File: src/rtl/alu_rr_arbiter.sv
// Round-robin front end that shares one ALU between two requesters. It accepts one
// operation at a time, waits out the ALU latency, and returns the tagged result.
module alu_rr_arbiter #(
    parameter int WIDTH   = 32,
    parameter int OPW     = 4,
    parameter int ALU_LAT = 1
) (
    input  logic             clk,
    input  logic             reset,

    input  logic             req0_valid,
    output logic             req0_ready,
    input  logic [WIDTH-1:0] req0_a,
    input  logic [WIDTH-1:0] req0_b,
    input  logic [OPW-1:0]   req0_op,

    input  logic             req1_valid,
    output logic             req1_ready,
    input  logic [WIDTH-1:0] req1_a,
    input  logic [WIDTH-1:0] req1_b,
    input  logic [OPW-1:0]   req1_op,

    output logic [WIDTH-1:0] alu_a,
    output logic [WIDTH-1:0] alu_b,
    output logic [OPW-1:0]   alu_op,
    input  logic [WIDTH-1:0] alu_result,

    output logic             rsp_valid,
    input  logic             rsp_ready,
    output logic             rsp_id,
    output logic [WIDTH-1:0] rsp_result
);

    // A 4-bit counter covers the whole legal latency range of 0..15.
    localparam int CNT_W = 4;
    localparam logic [CNT_W-1:0] LAT_LOAD = CNT_W'(ALU_LAT);

    typedef enum logic [1:0] {
        IDLE = 2'b00,
        WAIT = 2'b01,
        RESP = 2'b10
    } state_t;

    state_t           state;
    state_t           state_nxt;
    logic             last_grant;
    logic [CNT_W-1:0] wait_cnt;

    logic grant0;
    logic grant1;
    logic accept;
    logic accept_id;
    logic capture;
    logic rsp_done;

    // On a tie the requester that did not win last time gets the grant.
    always_comb begin
        // NOTE: every signal written here gets a default first, so no path can infer a latch.
        grant0 = 1'b0;
        grant1 = 1'b0;
        if (req0_valid && req1_valid) begin
            grant0 = last_grant;
            grant1 = ~last_grant;
        end else begin
            grant0 = req0_valid;
            grant1 = req1_valid;
        end
    end

    assign req0_ready = (state == IDLE) && grant0;
    assign req1_ready = (state == IDLE) && grant1;
    assign accept     = req0_ready || req1_ready;
    assign accept_id  = req1_ready;

    always_comb begin
        state_nxt = state;
        capture   = 1'b0;
        rsp_done  = 1'b0;
        case (state)
            IDLE: begin
                if (accept) begin
                    state_nxt = WAIT;
                end
            end
            WAIT: begin
                if (wait_cnt == '0) begin
                    capture   = 1'b1;
                    state_nxt = RESP;
                end
            end
            RESP: begin
                if (rsp_ready) begin
                    rsp_done  = 1'b1;
                    state_nxt = IDLE;
                end
            end
            default: state_nxt = IDLE;
        endcase
    end

    always_ff @(posedge clk) begin
        // NOTE: sequential state uses non-blocking assignments so every register samples pre-edge values.
        if (reset) begin
            state <= IDLE;
        end else begin
            state <= state_nxt;
        end
    end

    // ALU operands hold their last accepted values; they only move on an accept.
    always_ff @(posedge clk) begin
        if (reset) begin
            alu_a      <= '0;
            alu_b      <= '0;
            alu_op     <= '0;
            last_grant <= 1'b1;
            wait_cnt   <= '0;
        end else if (accept) begin
            alu_a      <= accept_id ? req1_a  : req0_a;
            alu_b      <= accept_id ? req1_b  : req0_b;
            alu_op     <= accept_id ? req1_op : req0_op;
            last_grant <= accept_id;
            wait_cnt   <= LAT_LOAD;
        end else if (state == WAIT && wait_cnt != '0) begin
            wait_cnt <= wait_cnt - 1'b1;
        end
    end

    // Response channel: reset discards any held response.
    always_ff @(posedge clk) begin
        if (reset) begin
            rsp_valid  <= 1'b0;
            rsp_id     <= 1'b0;
            rsp_result <= '0;
        end else begin
            if (accept) begin
                rsp_id <= accept_id;
            end
            if (capture) begin
                rsp_result <= alu_result;
                rsp_valid  <= 1'b1;
            end else if (rsp_done) begin
                rsp_valid <= 1'b0;
            end
        end
    end

endmodule

File: config.mk
export PLATFORM = sky130hd
export DESIGN_NAME = alu_rr_arbiter
export DESIGN_NICKNAME = d
export VERILOG_FILES = /design/src/rtl/alu_rr_arbiter.sv
export SDC_FILE = /design/constraint.sdc
export NUM_CORES = 1
export LEC_CHECK = 0
export ABC_AREA = 0
export BUFFER_PORTS_ARGS = -buffer_cell sky130_fd_sc_hd__buf_2
export CORE_MARGIN = 2
export CORE_UTILIZATION = 44
export DETAILED_ROUTE_END_ITERATION = 8
export PLACE_DENSITY = 0.8
export SYNTH_ARGS = -nofsm -noshare
export SYNTH_HDL_FRONTEND = slang
export SYNTH_SLANG_ARGS = --single-unit
File: constraint.sdc
create_clock -name clk -period 1.82 [get_ports clk]
set_input_delay 0.364 -clock clk [delete_from_list [all_inputs] [get_ports clk]]
set_output_delay 0.364 -clock clk [all_outputs]
set_load 0.01 [all_outputs]
Word level (Yosys, flattened, before mapping)

Index checks and enable logic that the tools add are counted.
W data, S select, Z words.

Output and inout bits: 104
Register bits: 109

Reduce and logical (&&, ||, !) cells: 12
Add/sub/neg operators: 1
Equal/unequal tests: 5
Multiplexer cells: 17
Bitwise operators: 1

Operators with widths:

| kind                  | count |
|---|---|
| $mux W32              | 2 |
| $mux W1               | 10 |
| $mux W2               | 3 |
| $ne A2 B2 Y1 const B  | 3 |
| $pmux W2 S3           | 1 |
| $logic_and A1 B1 Y1   | 4 |
| $logic_not A4 Y1      | 1 |
| $mux W4               | 1 |
| $reduce_bool A2 Y1    | 2 |
| $reduce_bool A4 Y1    | 1 |
| $sub A4 B1 Y4 const B | 1 |
| $reduce_and A3 Y1     | 1 |
| $eq A2 B1 Y1 const B  | 1 |
| $eq A2 B2 Y1 const B  | 1 |
| $logic_not A2 Y1      | 1 |
| $reduce_or A2 Y1      | 1 |
| $logic_or A1 B1 Y1    | 1 |
| $not A1 Y1            | 1 |

Longest topological paths before layout

Gate-level depths: netlist of the first run.

Depth after elaboration: 6
Mapped depth: 7
Depth with buffers taken out: 5

Worst setup path after synthesis of the first run

Ideal clock, no wire load.

Path type: flip-flop to output port
Start: register state[1]
End: output port req1_ready
Path buffers: 2
Cell stages (with the launch flop): 5
Arrival: 1163 ps
Setup slack: 293 ps
Required time: 1456 ps
Cell sequence: dfxtp_1 > nor3b_1 > buf_2 > clkbuf_1 > and2_1

Word-level cells in the longest chain between the ends: 2

RTL lines:

| element                | RTL line | text |
|---|---|---|
| from (decl)            | 44       | `state_t state;` |
| from (signal assigned) | 106      | `state <= state_nxt;` |
| $logic_not A2 Y1       | 71       | `assign req1_ready = (state == IDLE) && grant1;` |
| $logic_and A1 B1 Y1    | 71       |  |
| to (decl)              | 18       | `output logic req1_ready,` |

Every way passes these cells.

Final worst setup path of the first run

Start: register wait_cnt[0]
End: register wait_cnt[2]

Word-level cells in the longest chain between the ends: 2
Elaborated cells between the ends (all ways): 3

RTL lines:

| element                                               | RTL line | text |
|---|---|---|
| from (decl)                                           | 47       | `logic [CNT_W-1:0] wait_cnt;` |
| from (signal assigned)                                | 125      | `wait_cnt <= wait_cnt - 1'b1;` |
| branches (longest 2 deep; another with $sub A4 B1 Y4) | n/a      |  |

Parallel ways; which one is timed is not known.
A chain may end at the register's enable or synchronous reset.

==> impl_metrics.csv, run 1 <==
group,metric,value,unit
run_status,status,"completed",
timing,fin_crit_sh,90.6,%
route,avgViaCountPerCell,5.84,
synth,ys_seq_elements,109,
synth,netlist_area,0.00467,sq mm
timing,setup_viol,0,
clock_network,cts.sinks,109,
placement,place_congestion,0.850,
placement,place_area,0.00622,sq mm
power_and_ir_drop,p_leak,2.79,nW
synth,synthSimpleGateAreaFrac,21.3,%
timing,fmax,0.607,GHz
synth,synth.distinct_cells,30,
clock_network,insertion_delay,360,ps
route,drc,0,
synth,syn_nets,766,
route,routed_wl,16.1,mm
cells_and_area,final_area,0.00642,sq mm
placement,io_buffers,276,
route,ant_nets,0,
worst_setup_path,worstPathArrival,1910,ps
floorplanning,initial_core_util,45.3,%
cells_and_area,syn2layout_area_growth,37.3,%
cells_and_area,final_util,62.2,%
timing,whs,256,ps
timing,min_period,1650,ps
timing,fin_worst_skew,14.9,ps
placement,dpl.hpwl,11.2,mm
synth,synth_mux_area_share,0,%
synth,synth_compound_area_share,25.2,%
route,routed-via-count,5656,
job,max_cap_violations,0,
global_routing,grt_pass1_vias,5288,
worst_setup_path,crit_type,"reg2reg",
timing,hold_viol_final,0,
cells_and_area,finalNetCount,1001,
cells_and_area,final_common_cell,"buf_2",
floorplanning,die_h,107,microns
clock_network,clkTransAtPathRegs,110,ps
synth,synth_xor_area_share,0,%
synth,ys_seq_area_share,46.7,%
global_routing,grt_start_max_net_pins,67,
clock_network,cts-root-buf,"clkbuf_8",
route,firstDrtPassIters,8,
cells_and_area,layout_common_cells,"buf_2, nand3_1, dfxtp_1",
synth,avgSynthCellArea,7.89,sq um
synth,yosys_warnings,0,
synth,synth_top_family_by_area,"compound AO/OA/AOI/OAI gates",
floorplanning,core,0.0103,sq mm
floorplanning,fp.dieArea,0.0115,sq mm
clock_network,cts_tree,"yes",
timing,worstMarginPinSlew,915,ps
route,wl_per_cell,16.7,microns
clock_network,cts_buffer_depth,2,
timing,drv_slew,0,
floorplanning,die_w,107,microns
cells_and_area,drive_above_1_share,38.6,%
power_and_ir_drop,peakVddDrop,0.405,mV
global_routing,grt_overflow_total,0,
timing,finalSetupTns,0,ps
timing,rsz0062_at_grt,"false",
route,first_iter_violations,499,
global_routing,track_usage,26.9,%
worst_setup_path,critical_path.max_fanout,34,
hold_path,hp-class,"in2reg",
clock_network,ctsHtreeMaxLevel,3,
power_and_ir_drop,powerDensity,875,mW/mm^2
worst_setup_path,worst_ep_required_time,2080,ps
floorplanning,ios,277,
global_routing,antenna_found_initial,0,
worst_setup_path,end_kind,"flip-flop",
clock_network,cts_hold_buf,0,
synth,synth_cells,592,
global_routing,grt_pass1_wl,25.2,mm
worst_setup_path,start_kind,"flip-flop",
timing,relSlewSlack,38.9,%
floorplanning,num_rows,37,
synth,synth_fa_ha_area_share,0.268,%
power_and_ir_drop,p_total,5.62,mW
clock_network,numCtsBuffers,9,
[critical path, cell delays in order (launching register included)]
cell	delay, ps
dfxtp_1	340
inv_1	90
ha_1	220
nor4bb_4	360
buf_12	230
nand2_1	80
a211oi_1	250
[path summary, 6_finish.rpt]
check                                  end  slack [ps]  depth (start not counted)                startpoint
hold / removal      alu_b[20]$_SDFFE_PP0P_         260                          3                req1_b[20]
hold reg to reg     rsp_valid$_SDFFE_PP0P_         460                          2    rsp_valid$_SDFFE_PP0P_
setup / recovery  wait_cnt[2]$_SDFFE_PP0P_         170                          6  wait_cnt[0]$_SDFFE_PP0P_
setup reg to reg  wait_cnt[2]$_SDFFE_PP0P_         170                          6  wait_cnt[0]$_SDFFE_PP0P_
[Yosys cell counts]
cell	count	area share, %
a211oi_1	3	0.48
a211oi_2	1	0.27
a21oi_1	35	3.7
a31oi_1	68	9.1
and2_1	2	0.27
buf_2	14	1.5
clkbuf_1	57	4.6
dfxtp_1	109	47
ha_1	1	0.27
inv_1	6	0.48
nand2_1	5	0.40
nand2b_1	1	0.13
nand2b_2	1	0.19
nand3_1	168	18
nand3b_1	1	0.16
nand4bb_1	1	0.24
nor2_1	3	0.24
nor3_1	1	0.11
nor3b_1	2	0.32
nor3b_2	1	0.27
nor4bb_1	1	0.21
o211ai_1	1	0.16
o21a_1	1	0.16
o21ai_0	98	10
o21ai_1	5	0.54
o221a_1	1	0.24
or2_1	1	0.13
or3_1	2	0.27
or3b_2	1	0.19
or4_1	1	0.16
[per-layer routing]
layer / global-route usage, % / vias up / part of all wire, %
met5: 0 / - / 0
met3: 6.87 / 28 / 8.6
met2: 45.8 / 300 / 50
met1: 32.9 / 2668 / 39
met4: 9.09 / 0 / 1.7
li1: - / 2660 / -
[cell type report]
cell class                 count  area [sq um]
clock buffer                  11           131
tap                          136           170
timing repair buffer         295          1640
sequential                   109          2180
clock inverter                 5          37.5
fill                         897          3910
multi-input combinational    406          2230
inverter                       6          22.5
antenna                        1          2.50
[repair_timing]
item                                    CTS  global route
pin swaps                                 2             0
gates resized for setup                   1             2
endpoints found under the setup margin    2             1
buffers inserted                          2             0
[per-stage QoR]
stage | setup slack [ps] | instances
2_1_floorplan | 293 | 592
3_3_place_gp | 275 | 950
3_5_place_dp | 166 | 950
4_1_cts | 68.2 | 968
5_1_grt | 56.0 | 968
6_report | 172 | 969
[logic make-up after synthesis]
kind of cell | count (synthesis)
AOI/OAI and AO/OA | 213
and+or+nand+nor | 192
DFF | 109
buffers and inverters | 77
adders and majority gates | 1
[report_power, final]
group	internal, mW	switching, mW	total (mW)	leakage (nW)
clock network	0.503	0.793	1.30	0.0795
registers	2.63	0.134	2.76	0.895
logic	0.653	0.908	1.56	1.82
[flip-flops by register name, summed over array words and instances (netlist names)]
| register | flops |
|---|---|
| rsp_id | 1 |
| alu_a | 32 |
| alu_b | 32 |
| last_grant | 1 |
| alu_op | 4 |
| state | 2 |
| wait_cnt | 4 |
| rsp_valid | 1 |
| rsp_result | 32 |
No activity file was read; power rests on OpenSTA's default activity.
==> inputs of run 2 (changes only) <==
- RECOVER_POWER: default -> 25
==> run 2 against run 1 <==
Effect of this change: via count is 0.12% higher; largest cell class unchanged; count of clock-buffer cells in the layout stayed put; wire length is 0.35% lower; register-to-register slack hardly changed; global-route usage stayed put; maximum frequency is 0.33% lower; design area is 1.0% lower; clock skew hardly changed; die area stayed put; core utilization is 0.64 points lower; sequential power hardly changed; total power is 0.34% lower; critical endpoint is now req1_ready.
==> impl_metrics.csv, run 2 (synthesized netlist as in run 1, its figures left out) <==
group,metric,value,unit
timing,finalSetupTns,0,ps
global_routing,grt_start_max_net_pins,67,
power_and_ir_drop,peakVddDrop,0.410,mV
power_and_ir_drop,pwr-share-clk,23.3,%
worst_setup_path,worst_ep_required_time,1460,ps
placement,dpl.hpwl,11.2,mm
timing,hold_viol_final,0,
cells_and_area,fin_cells,969,
route,avgViaCountPerCell,5.84,
run_status,status,"completed",
placement,io_buffers,276,
clock_network,cts_tree,"yes",
route,first_iter_violations,513,
timing,relSlewSlack,37.7,%
floorplanning,fp.dieArea,0.0115,sq mm
global_routing,track_usage,26.9,%
cells_and_area,reg.largest.list,"alu_a (32), alu_b (32), rsp_result (32)",
route,routed_wl,16.1,mm
floorplanning,ios,277,
worst_setup_path,crit_type,"reg2out",
placement,place_congestion,0.850,
worst_setup_path,start_kind,"flip-flop",
power_and_ir_drop,swShare,33.0,%
clock_network,numCtsBuffers,9,
worst_setup_path,end_kind,"output pin",
route,wl_per_cell,16.6,microns
timing,drv_slew,0,
cells_and_area,layout_common_cells,"buf_2, nand3_1, dfxtp_1",
timing,worstMarginPinSlew,933,ps
route,routed-via-count,5663,
power_and_ir_drop,internal_power,3.75,mW
route,drc,0,
route,firstDrtPassIters,6,
global_routing,antenna_found_initial,0,
clock_network,insertion_delay,360,ps
floorplanning,die_w,107,microns
timing,fin_crit_sh,90.9,%
power_and_ir_drop,p_switching,1.85,mW
clock_network,cts_buffer_depth,2,
placement,place_ws,166,ps
clock_network,cts.sinks,109,
power_and_ir_drop,powerDensity,882,mW/mm^2
global_routing,grt_pass1_vias,5288,
cells_and_area,syn2layout_area_growth,35.9,%
floorplanning,die_h,107,microns
cells_and_area,final_area,0.00635,sq mm
floorplanning,initial_core_util,45.3,%
clock_network,ctsHtreeMaxLevel,3,
power_and_ir_drop,p_leak,2.58,nW
timing,setup_viol,0,
cells_and_area,finalNetCount,1001,
cells_and_area,final_util,61.5,%
route,ant_nets,0,
job,max_cap_violations,0,
timing,min_period,1650,ps
placement,place_area,0.00622,sq mm
timing,fmax,0.605,GHz
worst_setup_path,critical_path.max_stage_delay,400,ps
clock_network,cts-root-buf,"clkbuf_8",
timing,whs,257,ps
floorplanning,core,0.0103,sq mm
timing,rsz0062_at_grt,"false",
worst_setup_path,critical_path.max_fanout,8,
clock_network,clkTransAtPathRegs,110,ps
cells_and_area,drive_above_1_share,32.2,%
worst_setup_path,crit_slowest_cell,"dfxtp_2",
power_and_ir_drop,seqPwrFrac,49.4,%
timing,fin_worst_skew,15.2,ps
cells_and_area,fill_cells,932,
power_and_ir_drop,p_total,5.60,mW
placement,numPlacedInstances,950,
power_and_ir_drop,pwr-share-comb,27.3,%
timing,layout_setup_ws,166,ps
clock_network,cts_hold_buf,0,
worst_setup_path,worstPathArrival,1290,ps
hold_path,hp-class,"in2reg",
cells_and_area,final_common_cell,"buf_2",
floorplanning,num_rows,37,
worst_setup_path,cp_cell_sequence,"nor3b_4 -> and2_1 -> buf_2",
global_routing,grt_overflow_total,0,
global_routing,grt_pass1_wl,25.2,mm
==> run 2: cell count changes in the layout (fill, tap and decap cells not counted), sizes merged <==
| cell | change |
|---|---|
| buf | -53 |
| clkbuf | +53 |
==> run 2: worst max-delay path: cells and delay by family (launching register included) <==
family / cells / cell delay, ps
buffers and inverters: 1 / 140
flip-flops: 1 / 400
AND/OR/NAND/NOR: 2 / 410
==> run 2: worst paths after layout <==
check	start	to	slack, ps	cells past startpoint
setup / recovery	state[0]$_SDFFE_PP0P_	req1_ready	170	3
hold / removal	req1_b[20]	alu_b[20]$_SDFFE_PP0P_	260	3
setup reg to reg	wait_cnt[0]$_SDFFE_PP0P_	wait_cnt[2]$_SDFFE_PP0P_	170	6
hold reg to reg	rsp_valid$_SDFFE_PP0P_	rsp_valid$_SDFFE_PP0P_	470	2
==> run 2: repair_timing <==
item	in CTS	in global routing
buffers inserted	2	0
setup endpoints to repair	2	1
pin swaps	2	0
gates resized for setup	1	2
==> run 2: layout make-up <==
type,count,area (sq um),share of cell area [%]
clock inverters,5,37.5,0.591
well taps,136,170,2.68
inverters,6,22.5,0.355
clock buffers,11,131,2.07
diodes,1,2.50,0.0394
repair buffers,295,1570,24.8
multi-input cells,406,2230,35.1
flip-flops and latches,109,2180,34.4
==> run 2: metal layers <==
metal	wire [microns]	share of wire (%)	GRT usage [%]	up-vias
li1	-	-	-	2661
met1	6250	39	32.9	2637
met2	8100	50	45.8	333
met3	1440	8.9	6.87	32
met4	300	1.9	9.09	0
met5	0	0	0	-
==> run 2: power by group through the flow <==
stage	registers [mW]	clock network [mW]	logic (mW)
after floorplan	2.90	0	0.741
after global placement	2.79	0	1.50
after detailed placement	2.81	0	1.54
after CTS	2.76	1.35	1.55
after global routing	2.79	1.44	1.68
final	2.76	1.31	1.53
